$ cat src/rtl/store_buffer_pkg.sv
// rtl/store_buffer_pkg.sv - shared constants and entry type for the store buffer
//
// Package sb_pkg:
//   SB_DEPTH   number of store entries (power of two, >= 2)
//   SB_ADDR_W  byte address width
//   SB_DATA_W  store data width (one word)
//   SB_PTR_W   head/tail pointer width
//   SB_CNT_W   occupancy counter width (holds 0..SB_DEPTH)
//   SB_WADDR_W word address width (byte address without bits [1:0])
//   sb_entry_t {valid, waddr, data}
package sb_pkg;

    localparam int SB_DEPTH   = 4;
    localparam int SB_ADDR_W  = 32;
    localparam int SB_DATA_W  = 32;
    localparam int SB_PTR_W   = $clog2(SB_DEPTH);
    localparam int SB_CNT_W   = $clog2(SB_DEPTH + 1);
    localparam int SB_WADDR_W = SB_ADDR_W - 2;

    typedef struct packed {
        logic                  valid;
        logic [SB_WADDR_W-1:0] waddr;
        logic [SB_DATA_W-1:0]  data;
    } sb_entry_t;

endpackage

$ cat src/rtl/store_buffer_if.sv
// rtl/store_buffer_if.sv - store, load and memory ports of the store buffer
//
// Signals:
//   st_valid/st_addr/st_data/st_ready             store push from the M stage
//   ld_valid/ld_addr/ld_hit/ld_data/ld_stall      load lookup from the M stage
//   mem_req_valid/addr/data/mem_req_ready         head entry offered to memory
//   empty/count                                   occupancy status
// Modports:
//   slave  - the store buffer's view
//   master - the pipeline/memory side's view
interface store_buffer_if;
    import sb_pkg::*;

    logic                 st_valid;
    logic [SB_ADDR_W-1:0] st_addr;
    logic [SB_DATA_W-1:0] st_data;
    logic                 st_ready;

    logic                 ld_valid;
    logic [SB_ADDR_W-1:0] ld_addr;
    logic                 ld_hit;
    logic [SB_DATA_W-1:0] ld_data;
    logic                 ld_stall;

    logic                 mem_req_valid;
    logic [SB_ADDR_W-1:0] mem_req_addr;
    logic [SB_DATA_W-1:0] mem_req_data;
    logic                 mem_req_ready;

    logic                 empty;
    logic [SB_CNT_W-1:0]  count;

    modport slave (
        input  st_valid, st_addr, st_data, ld_valid, ld_addr, mem_req_ready,
        output st_ready, ld_hit, ld_data, ld_stall,
               mem_req_valid, mem_req_addr, mem_req_data, empty, count
    );

    modport master (
        output st_valid, st_addr, st_data, ld_valid, ld_addr, mem_req_ready,
        input  st_ready, ld_hit, ld_data, ld_stall,
               mem_req_valid, mem_req_addr, mem_req_data, empty, count
    );

endinterface

$ cat src/rtl/store_buffer_match.sv
// rtl/store_buffer_match.sv - youngest-wins address CAM over the store entries
//
// Ports:
//   entries_i   entry array (valid, word address, data)
//   head_i      index of the oldest entry
//   ld_waddr_i  load word address (byte address bits [ADDR_W-1:2])
//   hit_o       some valid entry matches the load address
//   data_o      data of the youngest matching entry, 0 when no hit
module sb_match
    import sb_pkg::*;
(
    input  sb_entry_t [SB_DEPTH-1:0] entries_i,
    input  logic [SB_PTR_W-1:0]      head_i,
    input  logic [SB_WADDR_W-1:0]    ld_waddr_i,
    output logic                     hit_o,
    output logic [SB_DATA_W-1:0]     data_o
);

    logic [SB_PTR_W-1:0] idx;

    // Valid entries are contiguous from head, so walking oldest to youngest
    // and letting each later match overwrite the result gives youngest-wins.
    always_comb begin
        hit_o  = 1'b0;
        data_o = '0;
        idx    = '0;
        for (int k = 0; k < SB_DEPTH; k++) begin
            idx = head_i + SB_PTR_W'(k);
            if (entries_i[idx].valid && (entries_i[idx].waddr == ld_waddr_i)) begin
                hit_o  = 1'b1;
                data_o = entries_i[idx].data;
            end
        end
    end

endmodule

$ cat src/rtl/store_buffer.sv
// rtl/store_buffer.sv - posted-write buffer between the M stage and data memory
//
// Ports:
//   clk    rising-edge clock
//   rst_n  asynchronous active-low reset
//   sb     store_buffer_if.slave: store push, load lookup, memory request, status
// Build option:
//   STORE_BUFFER_LOAD_FWD_EN defined   -> matching loads are forwarded (ld_hit/ld_data)
//   STORE_BUFFER_LOAD_FWD_EN undefined -> matching loads only raise ld_stall
module store_buffer
    import sb_pkg::*;
(
    input  logic          clk,
    input  logic          rst_n,
    store_buffer_if.slave sb
);

    sb_entry_t [SB_DEPTH-1:0] entries_q, entries_d;
    logic [SB_PTR_W-1:0]      head_q, head_d;
    logic [SB_PTR_W-1:0]      tail_q, tail_d;
    logic [SB_CNT_W-1:0]      count_q, count_d;

    logic                 st_ready;
    logic                 req_valid;
    logic                 push;
    logic                 pop;
    logic                 match_hit;
    logic [SB_DATA_W-1:0] match_data;

    // Ready depends on registered occupancy only: a full buffer refuses a
    // store even when the head retires in the same cycle.
    assign st_ready  = (count_q != SB_CNT_W'(SB_DEPTH));
    assign req_valid = (count_q != '0);
    assign push      = sb.st_valid && st_ready;
    assign pop       = req_valid && sb.mem_req_ready;

    assign sb.st_ready      = st_ready;
    assign sb.mem_req_valid = req_valid;
    assign sb.mem_req_addr  = {entries_q[head_q].waddr, 2'b00};
    assign sb.mem_req_data  = entries_q[head_q].data;
    assign sb.empty         = (count_q == '0);
    assign sb.count         = count_q;

    // Push and pop never target the same slot: a pop needs count != 0 and a
    // push needs count != DEPTH, so head == tail excludes one of them.
    always_comb begin
        entries_d = entries_q;
        head_d    = head_q;
        tail_d    = tail_q;
        count_d   = count_q;
        if (pop) begin
            entries_d[head_q].valid = 1'b0;
            head_d = head_q + SB_PTR_W'(1);
        end
        if (push) begin
            entries_d[tail_q].valid = 1'b1;
            entries_d[tail_q].waddr = sb.st_addr[SB_ADDR_W-1:2];
            entries_d[tail_q].data  = sb.st_data;
            tail_d = tail_q + SB_PTR_W'(1);
        end
        unique case ({push, pop})
            2'b10:   count_d = count_q + SB_CNT_W'(1);
            2'b01:   count_d = count_q - SB_CNT_W'(1);
            default: count_d = count_q;
        endcase
    end

    always_ff @(posedge clk or negedge rst_n) begin
        if (!rst_n) begin
            entries_q <= '0;
            head_q    <= '0;
            tail_q    <= '0;
            count_q   <= '0;
        end else begin
            entries_q <= entries_d;
            head_q    <= head_d;
            tail_q    <= tail_d;
            count_q   <= count_d;
        end
    end

    // Searches registered entries only, so a store pushed this cycle is not
    // seen while the entry retiring this cycle still is.
    sb_match u_match (
        .entries_i  (entries_q),
        .head_i     (head_q),
        .ld_waddr_i (sb.ld_addr[SB_ADDR_W-1:2]),
        .hit_o      (match_hit),
        .data_o     (match_data)
    );

`ifdef STORE_BUFFER_LOAD_FWD_EN
    assign sb.ld_hit   = sb.ld_valid && match_hit;
    assign sb.ld_data  = sb.ld_valid ? match_data : '0;
    assign sb.ld_stall = 1'b0;
`else
    logic unused_fwd_data;
    assign unused_fwd_data = ^match_data;
    assign sb.ld_hit   = 1'b0;
    assign sb.ld_data  = '0;
    assign sb.ld_stall = sb.ld_valid && match_hit;
`endif

    // Byte offsets are irrelevant for word stores and word compares.
    logic unused_byte_offsets;
    assign unused_byte_offsets = ^{sb.st_addr[1:0], sb.ld_addr[1:0]};

endmodule
$ cat src/flat_wrapper.sv
// flat-port wrapper written by rule: the top's interface ports become plain ports
module store_buffer_flat import sb_pkg::*;
  (clk, rst_n, sb_st_valid, sb_st_addr, sb_st_data, sb_ld_valid, sb_ld_addr, sb_mem_req_ready, sb_st_ready, sb_ld_hit, sb_ld_data, sb_ld_stall, sb_mem_req_valid, sb_mem_req_addr, sb_mem_req_data, sb_empty, sb_count);
  store_buffer_if sb_i ();
  input  logic clk;
  input  logic rst_n;
  input wire logic [$bits(sb_i.st_valid)-1:0] sb_st_valid;
  input wire logic [$bits(sb_i.st_addr)-1:0] sb_st_addr;
  input wire logic [$bits(sb_i.st_data)-1:0] sb_st_data;
  input wire logic [$bits(sb_i.ld_valid)-1:0] sb_ld_valid;
  input wire logic [$bits(sb_i.ld_addr)-1:0] sb_ld_addr;
  input wire logic [$bits(sb_i.mem_req_ready)-1:0] sb_mem_req_ready;
  output wire logic [$bits(sb_i.st_ready)-1:0] sb_st_ready;
  output wire logic [$bits(sb_i.ld_hit)-1:0] sb_ld_hit;
  output wire logic [$bits(sb_i.ld_data)-1:0] sb_ld_data;
  output wire logic [$bits(sb_i.ld_stall)-1:0] sb_ld_stall;
  output wire logic [$bits(sb_i.mem_req_valid)-1:0] sb_mem_req_valid;
  output wire logic [$bits(sb_i.mem_req_addr)-1:0] sb_mem_req_addr;
  output wire logic [$bits(sb_i.mem_req_data)-1:0] sb_mem_req_data;
  output wire logic [$bits(sb_i.empty)-1:0] sb_empty;
  output wire logic [$bits(sb_i.count)-1:0] sb_count;
  assign sb_i.st_valid = sb_st_valid;
  assign sb_i.st_addr = sb_st_addr;
  assign sb_i.st_data = sb_st_data;
  assign sb_i.ld_valid = sb_ld_valid;
  assign sb_i.ld_addr = sb_ld_addr;
  assign sb_i.mem_req_ready = sb_mem_req_ready;
  assign sb_st_ready = sb_i.st_ready;
  assign sb_ld_hit = sb_i.ld_hit;
  assign sb_ld_data = sb_i.ld_data;
  assign sb_ld_stall = sb_i.ld_stall;
  assign sb_mem_req_valid = sb_i.mem_req_valid;
  assign sb_mem_req_addr = sb_i.mem_req_addr;
  assign sb_mem_req_data = sb_i.mem_req_data;
  assign sb_empty = sb_i.empty;
  assign sb_count = sb_i.count;
  store_buffer u_core (.clk(clk), .rst_n(rst_n), .sb(sb_i));
endmodule
$ cat config.mk
export PLATFORM = sky130hd
export DESIGN_NAME = store_buffer_flat
export DESIGN_NICKNAME = d
export VERILOG_FILES = /design/src/rtl/store_buffer_pkg.sv /design/src/rtl/store_buffer_if.sv /design/src/rtl/store_buffer_match.sv /design/src/rtl/store_buffer.sv /design/src/flat_wrapper.sv
export SDC_FILE = /design/constraint.sdc
export NUM_CORES = 1
export LEC_CHECK = 0
export CAP_MARGIN = 20
export CORE_ASPECT_RATIO = 1.4
export CORE_MARGIN = 5
export CORE_UTILIZATION = 55
export CTS_CLUSTER_SIZE = 30
export DETAILED_ROUTE_END_ITERATION = 6
export GPL_ROUTABILITY_DRIVEN = 0
export MAX_ROUTING_LAYER = met4
export PLACE_DENSITY = 0.8
export RECOVER_POWER = 100
export SETUP_SLACK_MARGIN = 0.5
export SLEW_MARGIN = 5
export SYNTH_ARGS = -nofsm -noshare
export SYNTH_HDL_FRONTEND = slang
export SYNTH_HIERARCHICAL = 1
export SYNTH_SLANG_ARGS = --single-unit
$ cat constraint.sdc
create_clock -name clk -period 7.8 [get_ports clk]
set_clock_uncertainty 0.15 [all_clocks]
set_input_delay 1.56 -clock clk [delete_from_list [all_inputs] [get_ports clk]]
set_output_delay 1.56 -clock clk [all_outputs]
set_load 0.01 [all_outputs]
* Yosys cells after proc, flatten, opt, wreduce, memory -nomap -nowiden
Index checks and enable logic that the tools add are counted.
** Cells by class
- $add $sub $neg :: 6
- $mul :: 0
- Div/mod/pow operators :: 0
- $lt $le $gt $ge :: 7
- Equality and inequality tests :: 7
- Shift operators :: 0
- Multiplexer cells :: 27
- Bitwise logic cells :: 0
- Reduce and logical (&&, ||, !) cells :: 12
** Operators by type and width (count)
- $bwmux W252 :: 4
- $bmux W63 S2 :: 4
- $demux W63 S2 :: 4
- $mux W252 :: 2
- $mux W63 :: 6
- $eq A30 B30 Y1 :: 4
- $mux W62 :: 1
- $mux W32 :: 1
- $lt A2 B3 Y1 const B :: 5
- $logic_and A1 B1 Y1 :: 9
- $pmux W3 S2 :: 1
- $add A2 B1 Y2 const B :: 2
- $add A2 B2 Y2 const B :: 2
- $ge A2 B1 Y1 const B :: 2
- $mux W1 :: 4
- $add A3 B1 Y3 const B :: 1
- $logic_not A3 Y1 :: 1
- $ne A3 B3 Y1 const B :: 1
- $reduce_bool A3 Y1 :: 1
- $sub A3 B1 Y3 const B :: 1
- $eq A2 B1 Y1 const B :: 1
- $eq A2 B2 Y1 const B :: 1
- $reduce_bool A2 Y1 :: 1
** Storage, ports and cells
- Bits in registers :: 259
- Latch bits :: 0
- Memory bits (writable) :: 0
- ROM bits :: 0
- Input port bits :: 101
- Memories kept :: 0

* Depth between registers and ports, before layout
Gate-level depths: netlist of the first run.
- Depth after elaboration :: 10
- Depth in mapped cells :: 16

* By module
The synthesis of the first run kept the hierarchy.
** By module, submodules not included
- store_buffer :: instances 1, cells each 694, area an instance 12824.8 µm², sequential area each 6481.2 µm²
- sb_match :: instances 1, cells each 1018, area an instance 9101.2 µm², sequential area each 0.0 µm²

* Worst setup path before layout of the first run
Ideal clock, no wire load.
- Path type :: input to output
- From :: input sb_ld_addr[19]
- To :: output sb_ld_stall
- Data arrival time :: 3.569 ns
- Data required time :: 6.090 ns
- Setup slack :: 2.521 ns
- Stages on the path :: 9
- Cells stage by stage :: buf_1 o22ai_1 or4_1 nor4_1 o21ai_0 a2111o_1 clkbuf_1 nand3_1 and2_1
** Between the ends
- Cells in the longest elaborated chain, start to end :: 7
- Elaborated cells between the ends (all ways) :: 13
- Those cells by class :: 4 x eq/ne; 4 x mux; 5 x reduce/logical
** Ends and longest elaborated chain
- from (decl) :: RTL line flat_wrapper.sv:11 : input wire logic [$bits(sb_i.ld_addr)-1:0] sb_ld_addr;
- $eq A30 B30 Y1 :: RTL line store_buffer_match.sv:29 : if (entries_i[idx].valid && (entries_i[idx].waddr == ld_waddr_i)) begin
- $logic_and A1 B1 Y1 :: RTL line store_buffer_match.sv:29
- $mux W1 (3 in series) :: RTL line store_buffer_match.sv:29
- $mux W1 * :: RTL line store_buffer_match.sv:29
- via u_core.match_hit :: RTL line store_buffer.sv:27 : logic match_hit;
- $logic_and A1 B1 Y1 * :: RTL line store_buffer.sv:101 : assign sb.ld_stall = sb.ld_valid && match_hit;
- to (decl) :: RTL line flat_wrapper.sv:16 : output wire logic [$bits(sb_i.ld_stall)-1:0] sb_ld_stall;
The timed path passes the listed nets; every way through them passes the cells marked *.

* Final worst setup path of the first run
- From :: register u_core.head_q[0]
- To :: output sb_ld_stall
** Between the ends
- Cells in the longest elaborated chain, start to end :: 9
- Elaborated cells between the ends (all ways) :: 24
- Those cells by class :: 3 x add/sub; 4 x eq/ne; 12 x mux; 5 x reduce/logical
** Ends and longest elaborated chain
- from (decl) :: RTL line store_buffer.sv:19 : logic [SB_PTR_W-1:0] head_q, head_d;
- from (signal assigned) :: RTL line store_buffer.sv:71 : head_q <= '0;
- from (signal assigned) :: RTL line store_buffer.sv:76 : head_q <= head_d;
- $add A2 B1 Y2 / $bmux W63 S2 (equally long branches)
- $bmux W63 S2 / $mux W63 (equally long branches)
- $mux W63 / $eq A30 B30 Y1 (equally long branches)
- $eq A30 B30 Y1 / $logic_and A1 B1 Y1 (equally long branches) :: RTL line store_buffer_match.sv:29
- $logic_and A1 B1 Y1 / $mux W1 (equally long branches) :: RTL line store_buffer_match.sv:29
- $mux W1 (2 in series) :: RTL line store_buffer_match.sv:29
- $mux W1 * :: RTL line store_buffer_match.sv:29
- via u_core.match_hit :: RTL line store_buffer.sv:27
- $logic_and A1 B1 Y1 * :: RTL line store_buffer.sv:101
The timed path passes the listed nets; every way through them passes the cells marked *. The select of a mux whose other input is x is not followed.

==> summary.txt, run 1 <==
relative contribution of combinational cells to total power -> 55.1%
vias in the first global route -> 11699
PnR Total Power -> 9.12 mW
final critical-path required period -> 7.12 ns
clock buffers created by TritonCTS -> 26
final cell utilization of the core -> 59.1%
number of hold violations in the final report -> 0
maximum fanout along the worst path -> 40
DRC violations left -> 4
final number of max-transition violations -> 326
number of input and output port buffers inserted -> 165
effective utilization at floorplan -> 55.5%
number of nets with antenna violations after detailed routing -> 0
overall via count from detail_route -> 11046
post-CTS setup-driven buffer insertion count -> 0
worst reg2reg setup slack -> 2.94 ns
total iterations of the first detailed-routing run -> 7
R2R cell count -> 4
CP startpoint -> u_core/head_q[0]
post-synthesis instance area -> 17400 um2
non-filler cells, final -> 1761
final setup violating endpoints -> 0
floorplan core area -> 31400 um2
headroom to the max-slew limit -> -187%
Clock Latency Late Sink -> 0.54 ns
Cells after DPL -> 1711
clock tree from TritonCTS -> built
Net Sw Frac -> 40.4%
type of the worst setup path -> reg -> out
class of the tightest hold or removal check -> reg -> reg
IO Pins -> 205
# nets final -> 1455
final instance area -> 18600 um2
Clk network pwr share -> 14.4%
max-cap violation count -> 8
routed length per placed instance -> 24.8 um
RSZ-0062 raised after global routing -> no
Area growth, synth to finish -> 6.56%
CTS clock-pin slew for the worst setup and hold paths -> 0.06 ns
violations in the final reports -> design-rule violations, max-capacitance violations, max-slew violations
Leakage -> 7.54 nW
fraction of layout cells with a size suffix above 1 -> 13.3%
highest attainable clock frequency -> 140 MHz
area post-placement -> 18600 um2
total routed wirelength -> 43700 um
# resized after CTS -> 0
number of sinks handled by clock tree synthesis -> 259
kind of capture point of the worst setup path -> output port
die span in y -> 221 um
Hold Buf Count CTS -> 0
portion of the clock cycle consumed by the worst path in the final layout -> 91.3%
Yosys Warn Count -> 6
DP HPWL -> 30100 um
Setup Slack @ Placement -> 1.42 ns
Setup TNS Final -> 0 ns
status -> complete, but fails checks
switching pwr -> 3.68 mW
maximum number of pins on one net before global-route repair -> 181
sequential group share of total power -> 30.5%
GRT Resource Usage Total -> 25.0%
Max clock buf depth -> 3
Critical Path AT -> 5.41 ns
Required @ worst endpoint -> 6.09 ns
transition at the pin with the smallest max-transition slack -> 4.30 ns
Cell Rows -> 77
initial antenna violation count -> 3
worst voltage drop across the vdd grid -> 0.315 mV
P per Cell Area -> 491 nW/um2
Synth Area per Inst -> 14.1 um2
width of the die -> 160 um
cell count of the worst hold path -> 1
nature of the critical path startpoint -> register
internal portion of total power -> 5.44 mW
H-tree depth reported by CTS -> 1
worst hold-check slack -> 0.331 ns
Die Outline Area -> 35400 um2
final setup margin -> 0.678 ns
number of instances in the synthesized netlist -> 1240
drt via density -> 6.27
total overflow reported by the global router -> 0
Clock Tree Root -> clkbuf_16
DR iter-0 viols -> 917
RR Startpoint -> u_core/sb.count[2]
Min-Delay Startpoint -> u_core/entries_q[200]
first-pass GRT wire length -> 67800 um
[worst max-delay path: stages, from the launching register on]
cell	delay [ns]
dfrtp_4	0.94
clkinv_1	1.01
clkbuf_1	0.58
a21oi_1	0.28
o221ai_1	0.16
nor4_1	0.45
o2111ai_1	0.25
nor4b_4	0.33
nor2_1	0.06
nand3_1	0.12
and2_1	0.13
clkdlybuf4s50_1	0.53
[cell type report]
type                            instances  area [um2]
Antenna cell                            3        7.51
Clock buffer                           35         756
Clock inverter                         12         146
Fill cell                            2646       12800
Inverter                               17        63.8
Multi-Input combinational cell        859        8840
Sequential cell                       259        6490
Tap cell                              395         494
Timing Repair Buffer                  181        1780
[metal layers]
metal,up-vias,global-route usage (%),wire [um]
met3,153,5.50,3370
met2,501,40.1,21000
met4,0,12.3,2440
li1,4769,-,-
met5,-,-,0
met1,5623,30.1,16900
[cells in the final DEF (no fill, tap or decap), types with 27 or more instances in the layout]
cell               n
dfrtp_1          257
mux2_1           233
mux2i_1          120
clkdlybuf4s50_1   99
mux4_2            91
xnor2_1           75
dlygate4sd3_1     65
conb_1            35
nand2_1           34
xor2_1            28
clkbuf_16         27
[worst paths after layout]
| check | endpoint |
|---|---|
| setup / recovery | sb_ld_stall |
| hold / removal | u_core/entries_q[200] |
| setup reg to reg | u_core/entries_q[250] |
| hold reg to reg | u_core/entries_q[200] |
| max in group asynchronous | u_core/entries_q[171] |
| min in group asynchronous | u_core/entries_q[75] |
[power by group through the flow]
stage	Combinational, mW	Sequential [mW]	Clock (mW)
CTS	5.76	2.81	1.34
global route	5.35	2.90	1.40
finish	5.03	2.78	1.31
floorplan	4.46	2.47	0
global placement	5.65	2.75	0
detailed placement	5.73	2.82	0
[registers in the layout, indices dropped and copies added (netlist names)]
signal,count
u_core/tail_q,2
u_core/sb.count,3
u_core/head_q,2
u_core/entries_q,252
Power figures use the tool's default switching activity.
==> run 2, diff against run 1 <==
Settings changed: CORE_ASPECT_RATIO 1.4 to default, DONT_BUFFER_PORTS from default to 1, MAX_ROUTING_LAYER met4 to default, PLACE_DENSITY 0.8 to 0.73.
==> summary.txt, run 2 (synthesis gave the netlist of run 1 again) <==
status -> complete, but fails checks
violations in the final reports -> max-capacitance violations, max-slew violations
maximum fanout along the worst path -> 44
total routed wirelength -> 42800 um
width of the die -> 188 um
final setup violating endpoints -> 0
largest incremental delay on the critical path -> 1.57 ns
Clock Tree Root -> clkbuf_16
# resized after CTS -> 0
number of input and output port buffers inserted -> 0
first-pass GRT wire length -> 66000 um
critical path, cell by cell -> buf_4 -> clkbuf_1 -> mux4_2
Largest Register -> u_core/entries_q
CTS clock-pin slew for the worst setup and hold paths -> 0.06 ns
number of buffer and inverter instances along the worst setup path -> 2
Net Sw Frac -> 41.5%
worst hold-check slack -> 0.331 ns
total iterations of the first detailed-routing run -> 6
Min-Delay Startpoint -> u_core/entries_q[131]
DRC violations left -> 0
post-CTS setup-driven buffer insertion count -> 0
RSZ-0062 raised after global routing -> no
GRT Resource Usage Total -> 23.5%
DP HPWL -> 29400 um
final number of max-transition violations -> 273
maximum number of pins on one net before global-route repair -> 260
overall via count from detail_route -> 10376
number of sinks handled by clock tree synthesis -> 259
relative contribution of combinational cells to total power -> 51.3%
portion of the clock cycle consumed by the worst path in the final layout -> 79.8%
number of diodes -> 0
die span in y -> 188 um
cell type of the slowest stage on the worst timing path -> clkbuf_1
RR Startpoint -> u_core/sb.count[2]
flip-flop count of the largest register after layout -> 252
Cell Rows -> 65
commonest cells after routing, fill and taps aside -> dfrtp_1, mux2_1, mux2i_1
highest attainable clock frequency -> 161 MHz
vias in the first global route -> 10776
kind of capture point of the worst setup path -> output port
drt via density -> 6.48
number of hold violations in the final report -> 0
headroom to the max-slew limit -> -114%
clock tree from TritonCTS -> built
Hold Buf Count CTS -> 0
effective utilization at floorplan -> 55.5%
Clk network pwr share -> 16.5%
routed length per placed instance -> 26.7 um
Leakage -> 6.91 nW
Required @ worst endpoint -> 6.09 ns
commonest non-fill, non-tap cell in the layout -> dfrtp_1
max-cap violation count -> 8
final critical-path required period -> 6.22 ns
transition at the pin with the smallest max-transition slack -> 3.21 ns
type of the worst setup path -> reg -> out
# nets final -> 1288
clock buffers created by TritonCTS -> 29
internal portion of total power -> 5.05 mW
H-tree depth reported by CTS -> 1
Area growth, synth to finish -> -2.46%
floorplan core area -> 31400 um2
class of the tightest hold or removal check -> reg -> reg
P per Cell Area -> 508 nW/um2
fraction of layout cells with a size suffix above 1 -> 15.7%
DR iter-0 viols -> 1004
initial antenna violation count -> 1
IO Pins -> 205
total overflow reported by the global router -> 0
Max clock buf depth -> 3
CP startpoint -> u_core/head_q[0]
nature of the critical path startpoint -> register
number of nets with antenna violations after detailed routing -> 0
sequential group share of total power -> 32.2%
switching pwr -> 3.59 mW
Critical Path AT -> 4.51 ns
family of cells with the greatest summed delay on the critical path -> buffers and inverters
Setup TNS Final -> 0 ns
Clock Latency Late Sink -> 0.57 ns
worst voltage drop across the vdd grid -> 0.325 mV
Die Outline Area -> 35300 um2
worst reg2reg setup slack -> 2.82 ns
## run 2: cell types whose count changed in the layout (fill, tap and decap cells not counted), moves of 2 or more
| cell | previous run | this run |
|---|---|---|
| clkdlybuf4s50_1 | 99 | 0 |
| mux2_4 | 5 | 9 |
| dlygate4sd3_1 | 65 | 0 |
| mux2_1 | 233 | 229 |
| buf_12 | 3 | 1 |
| clkbuf_1 | 11 | 9 |
| diode_2 | 3 | 0 |
| clkbuf_8 | 5 | 12 |
| clkbuf_16 | 27 | 29 |
| clkinv_2 | 6 | 4 |
## run 2: path summary, 6_finish.rpt
check / end / cells after the start
min in group asynchronous: u_core/entries_q[51] / 0
worst max-delay path: sb_mem_req_data[28] / 3
worst max register to register: u_core/entries_q[113] / 4
worst min register to register: u_core/entries_q[131] / 1
max in group asynchronous: u_core/entries_q[22] / 0
worst min-delay path: u_core/entries_q[131] / 1
## run 2: per-stage QoR
stage | std cells | setup slack (ns) | total power, mW | utilization [%] | cell area [um2]
6_report | 1601 | 1.58 | 8.64 | 54.1 | 17000
5_1_grt | 1601 | 0.999 | 9.12 | 54.1 | 17000
4_1_cts | 1601 | 1.77 | 9.27 | 57.0 | 17900
3_5_place_dp | 1548 | 2.38 | 7.79 | 53.8 | 16900
3_3_place_gp | 1548 | 2.39 | 7.68 | 53.8 | 16900
2_1_floorplan | 1274 | 2.72 | 6.93 | - | 17600
## run 2: cell type report
type,count,area (um2)
well taps,402,503
clock buffers,45,906
multi-input cells,859,8850
clock inverters,8,108
repair buffers,11,76.3
inverters,17,63.8
flip-flops and latches,259,6490
fillers,2755,14400
## run 2: worst reg2reg max path: cells and delay by family, from the launching register on
| family | cells | cell delay (ns) |
|---|---|---|
| flip-flops | 1 | 0.46 |
| multiplexers | 1 | 0.49 |
| buffers and inverters | 1 | 2.01 |
| AND/OR/NAND/NOR | 2 | 1.75 |
## run 2: layer usage
layer | GRT usage, % | vias to the layer above | share of wire [%]
met5 | 0 | - | 0
met4 | 6.92 | 0 | 3.5
met3 | 7.93 | 109 | 9.9
met2 | 36.6 | 482 | 45
met1 | 31.5 | 5351 | 41
li1 | - | 4434 | -
## run 2: power by group through the flow
stage | clock network [mW] | logic (mW) | registers (mW)
after global placement | 0 | 4.93 | 2.76
after CTS | 1.45 | 5.01 | 2.81
after global routing | 1.51 | 4.72 | 2.89
after floorplan | 0 | 4.46 | 2.47
final | 1.42 | 4.43 | 2.78
after detailed placement | 0 | 4.98 | 2.81
==> run 3, diff against run 2 <==
Settings changed: PLACE_DENSITY 0.73 to 0.76.
Clock period 7.8 ns to 5.29 ns, I/O delays scaled along.
==> summary.txt, run 3 (synthesis gave the netlist of run 1 again) <==
termination of the worst setup path -> sb_ld_stall
highest attainable clock frequency -> 199 MHz
# nets final -> 1316
Filler cells -> 2703
family of cells with the greatest summed delay on the critical path -> flip-flops
R2R cell count -> 4
H-tree depth reported by CTS -> 1
number of hold violations in the final report -> 0
worst reg2reg setup slack -> 0.63 ns
CP startpoint -> u_core/head_q[1]
CTS clock-pin slew for the worst setup and hold paths -> 0.06 ns
critical path, cell by cell -> buf_4 -> buf_6 -> mux4_2 -> xnor2_1 -> nand4_1 -> a2111oi_1 -> nand4_1 -> nand3_2 -> and2_4
Area growth, synth to finish -> -0.969%
portion of the clock cycle consumed by the worst path in the final layout -> 94.9%
P per Cell Area -> 748 nW/um2
nature of the critical path startpoint -> register
number of sinks handled by clock tree synthesis -> 259
Levels on crit path -> 9
max-cap violation count -> 6
most frequent cell on the critical path -> nand4_1
Setup Slack @ Placement -> 0.810 ns
Required @ worst endpoint -> 4.08 ns
width of the die -> 188 um
total routed wirelength -> 44000 um
Die Outline Area -> 35300 um2
maximum number of pins on one net before global-route repair -> 260
number of diodes -> 0
Max clock buf depth -> 3
Setup TNS Final -> 0 ns
Largest Register -> u_core/entries_q
Cells after DPL -> 1563
DRC violations left -> 1
number of input and output port buffers inserted -> 0
maximum fanout along the worst path -> 22
type of the worst setup path -> reg -> out
violations in the final reports -> design-rule violations, max-capacitance violations, max-slew violations
number of nets with antenna violations after detailed routing -> 0
Leakage -> 7.03 nW
total overflow reported by the global router -> 0
RSZ-0062 raised after global routing -> no
final setup violating endpoints -> 0
commonest non-fill, non-tap cell in the layout -> dfrtp_1
commonest cells after routing, fill and taps aside -> dfrtp_1, mux2_1, mux2i_1
largest incremental delay on the critical path -> 0.74 ns
final number of max-transition violations -> 189
RR Startpoint -> u_core/sb.count[2]
area used by multi-input combinational logic -> 8930 um2
GRT Resource Usage Total -> 24.4%
final setup margin -> 0.268 ns
class of the tightest hold or removal check -> in -> async
DR iter-0 viols -> 1043
number of buffer and inverter instances along the worst setup path -> 2
r2r endpoint -> u_core/entries_q[194]
headroom to the max-slew limit -> -93.7%
Critical Path AT -> 3.81 ns
worst hold-check slack -> 0.0420 ns
first-pass GRT wire length -> 68300 um
effective utilization at floorplan -> 55.5%
overall via count from detail_route -> 10461
IO Pins -> 205
initial antenna violation count -> 0
die span in y -> 188 um
DP HPWL -> 30000 um
FF+latch area -> 6480 um2
total iterations of the first detailed-routing run -> 7
fraction of layout cells with a size suffix above 1 -> 18.1%
Cell Rows -> 65
worst voltage drop across the vdd grid -> 0.400 mV
vias in the first global route -> 11133
Clock Tree Root -> clkbuf_16
clock tree from TritonCTS -> built
clock buffers created by TritonCTS -> 29
floorplan core area -> 31400 um2
status -> complete, but fails checks
routed length per placed instance -> 27.0 um
final critical-path required period -> 5.02 ns
Clock Latency Late Sink -> 0.57 ns
transition at the pin with the smallest max-transition slack -> 2.91 ns
kind of capture point of the worst setup path -> output port
cell type of the slowest stage on the worst timing path -> dfrtp_1
flip-flop count of the largest register after layout -> 252
drt via density -> 6.43
non-filler cells, final -> 1627
[run 3: power by group]
| part | switching (mW) | internal (mW) |
|---|---|---|
| registers | 1.01 | 3.01 |
| logic | 3.57 | 3.38 |
| clock network | 0.829 | 1.10 |
[run 3: layer usage]
layer  GRT usage (%)  vias to the layer above  share of wire [%]
li1                -                     4493                  -
met1            32.0                     5391                 40
met2            39.0                      471                 47
met3            8.13                      106                9.7
met4            6.66                        0                3.3
met5               0                        -                  0
[run 3: worst min-delay path by stage]
stage	start	slack, ns	endpoint	depth (start not counted)
floorplan	u_core/entries_q[126]	0.33	u_core/entries_q[126]	1
global placement	u_core/entries_q[126]	0.33	u_core/entries_q[126]	1
detailed placement	u_core/entries_q[15]	0.34	u_core/entries_q[15]	1
CTS	rst_n	0.02	u_core/entries_q[112]	0
global route	rst_n	0.02	u_core/entries_q[112]	0
finish	rst_n	0.04	u_core/entries_q[178]	0
[run 3: per-stage QoR]
stage / utilization (%) / instance area, um2 / total power, mW
after CTS: 57.3 / 18000 / 13.7
after floorplan: - / 17600 / 10.2
after detailed placement: 54.2 / 17000 / 11.6
after global placement: 54.2 / 17000 / 11.4
after global routing: 55.0 / 17300 / 13.6
final: 55.0 / 17300 / 12.9
[run 3: repair_timing]
action,4_1_cts,5_1_grt
gates resized for setup,4,18
hold buffers,0,0
pin swaps,0,3
gates cloned,0,1
setup endpoints to repair,1,1
endpoints found under the hold margin,0,0
setup buffers,5,6
[run 3: layout make-up]
cell class,instances,share of cell area (%)
clock inverter,13,0.667
multi-input combinational,859,51.8
tap,402,2.91
inverter,17,0.384
sequential,259,37.6
timing repair buffer,39,2.13
clock buffer,38,4.57
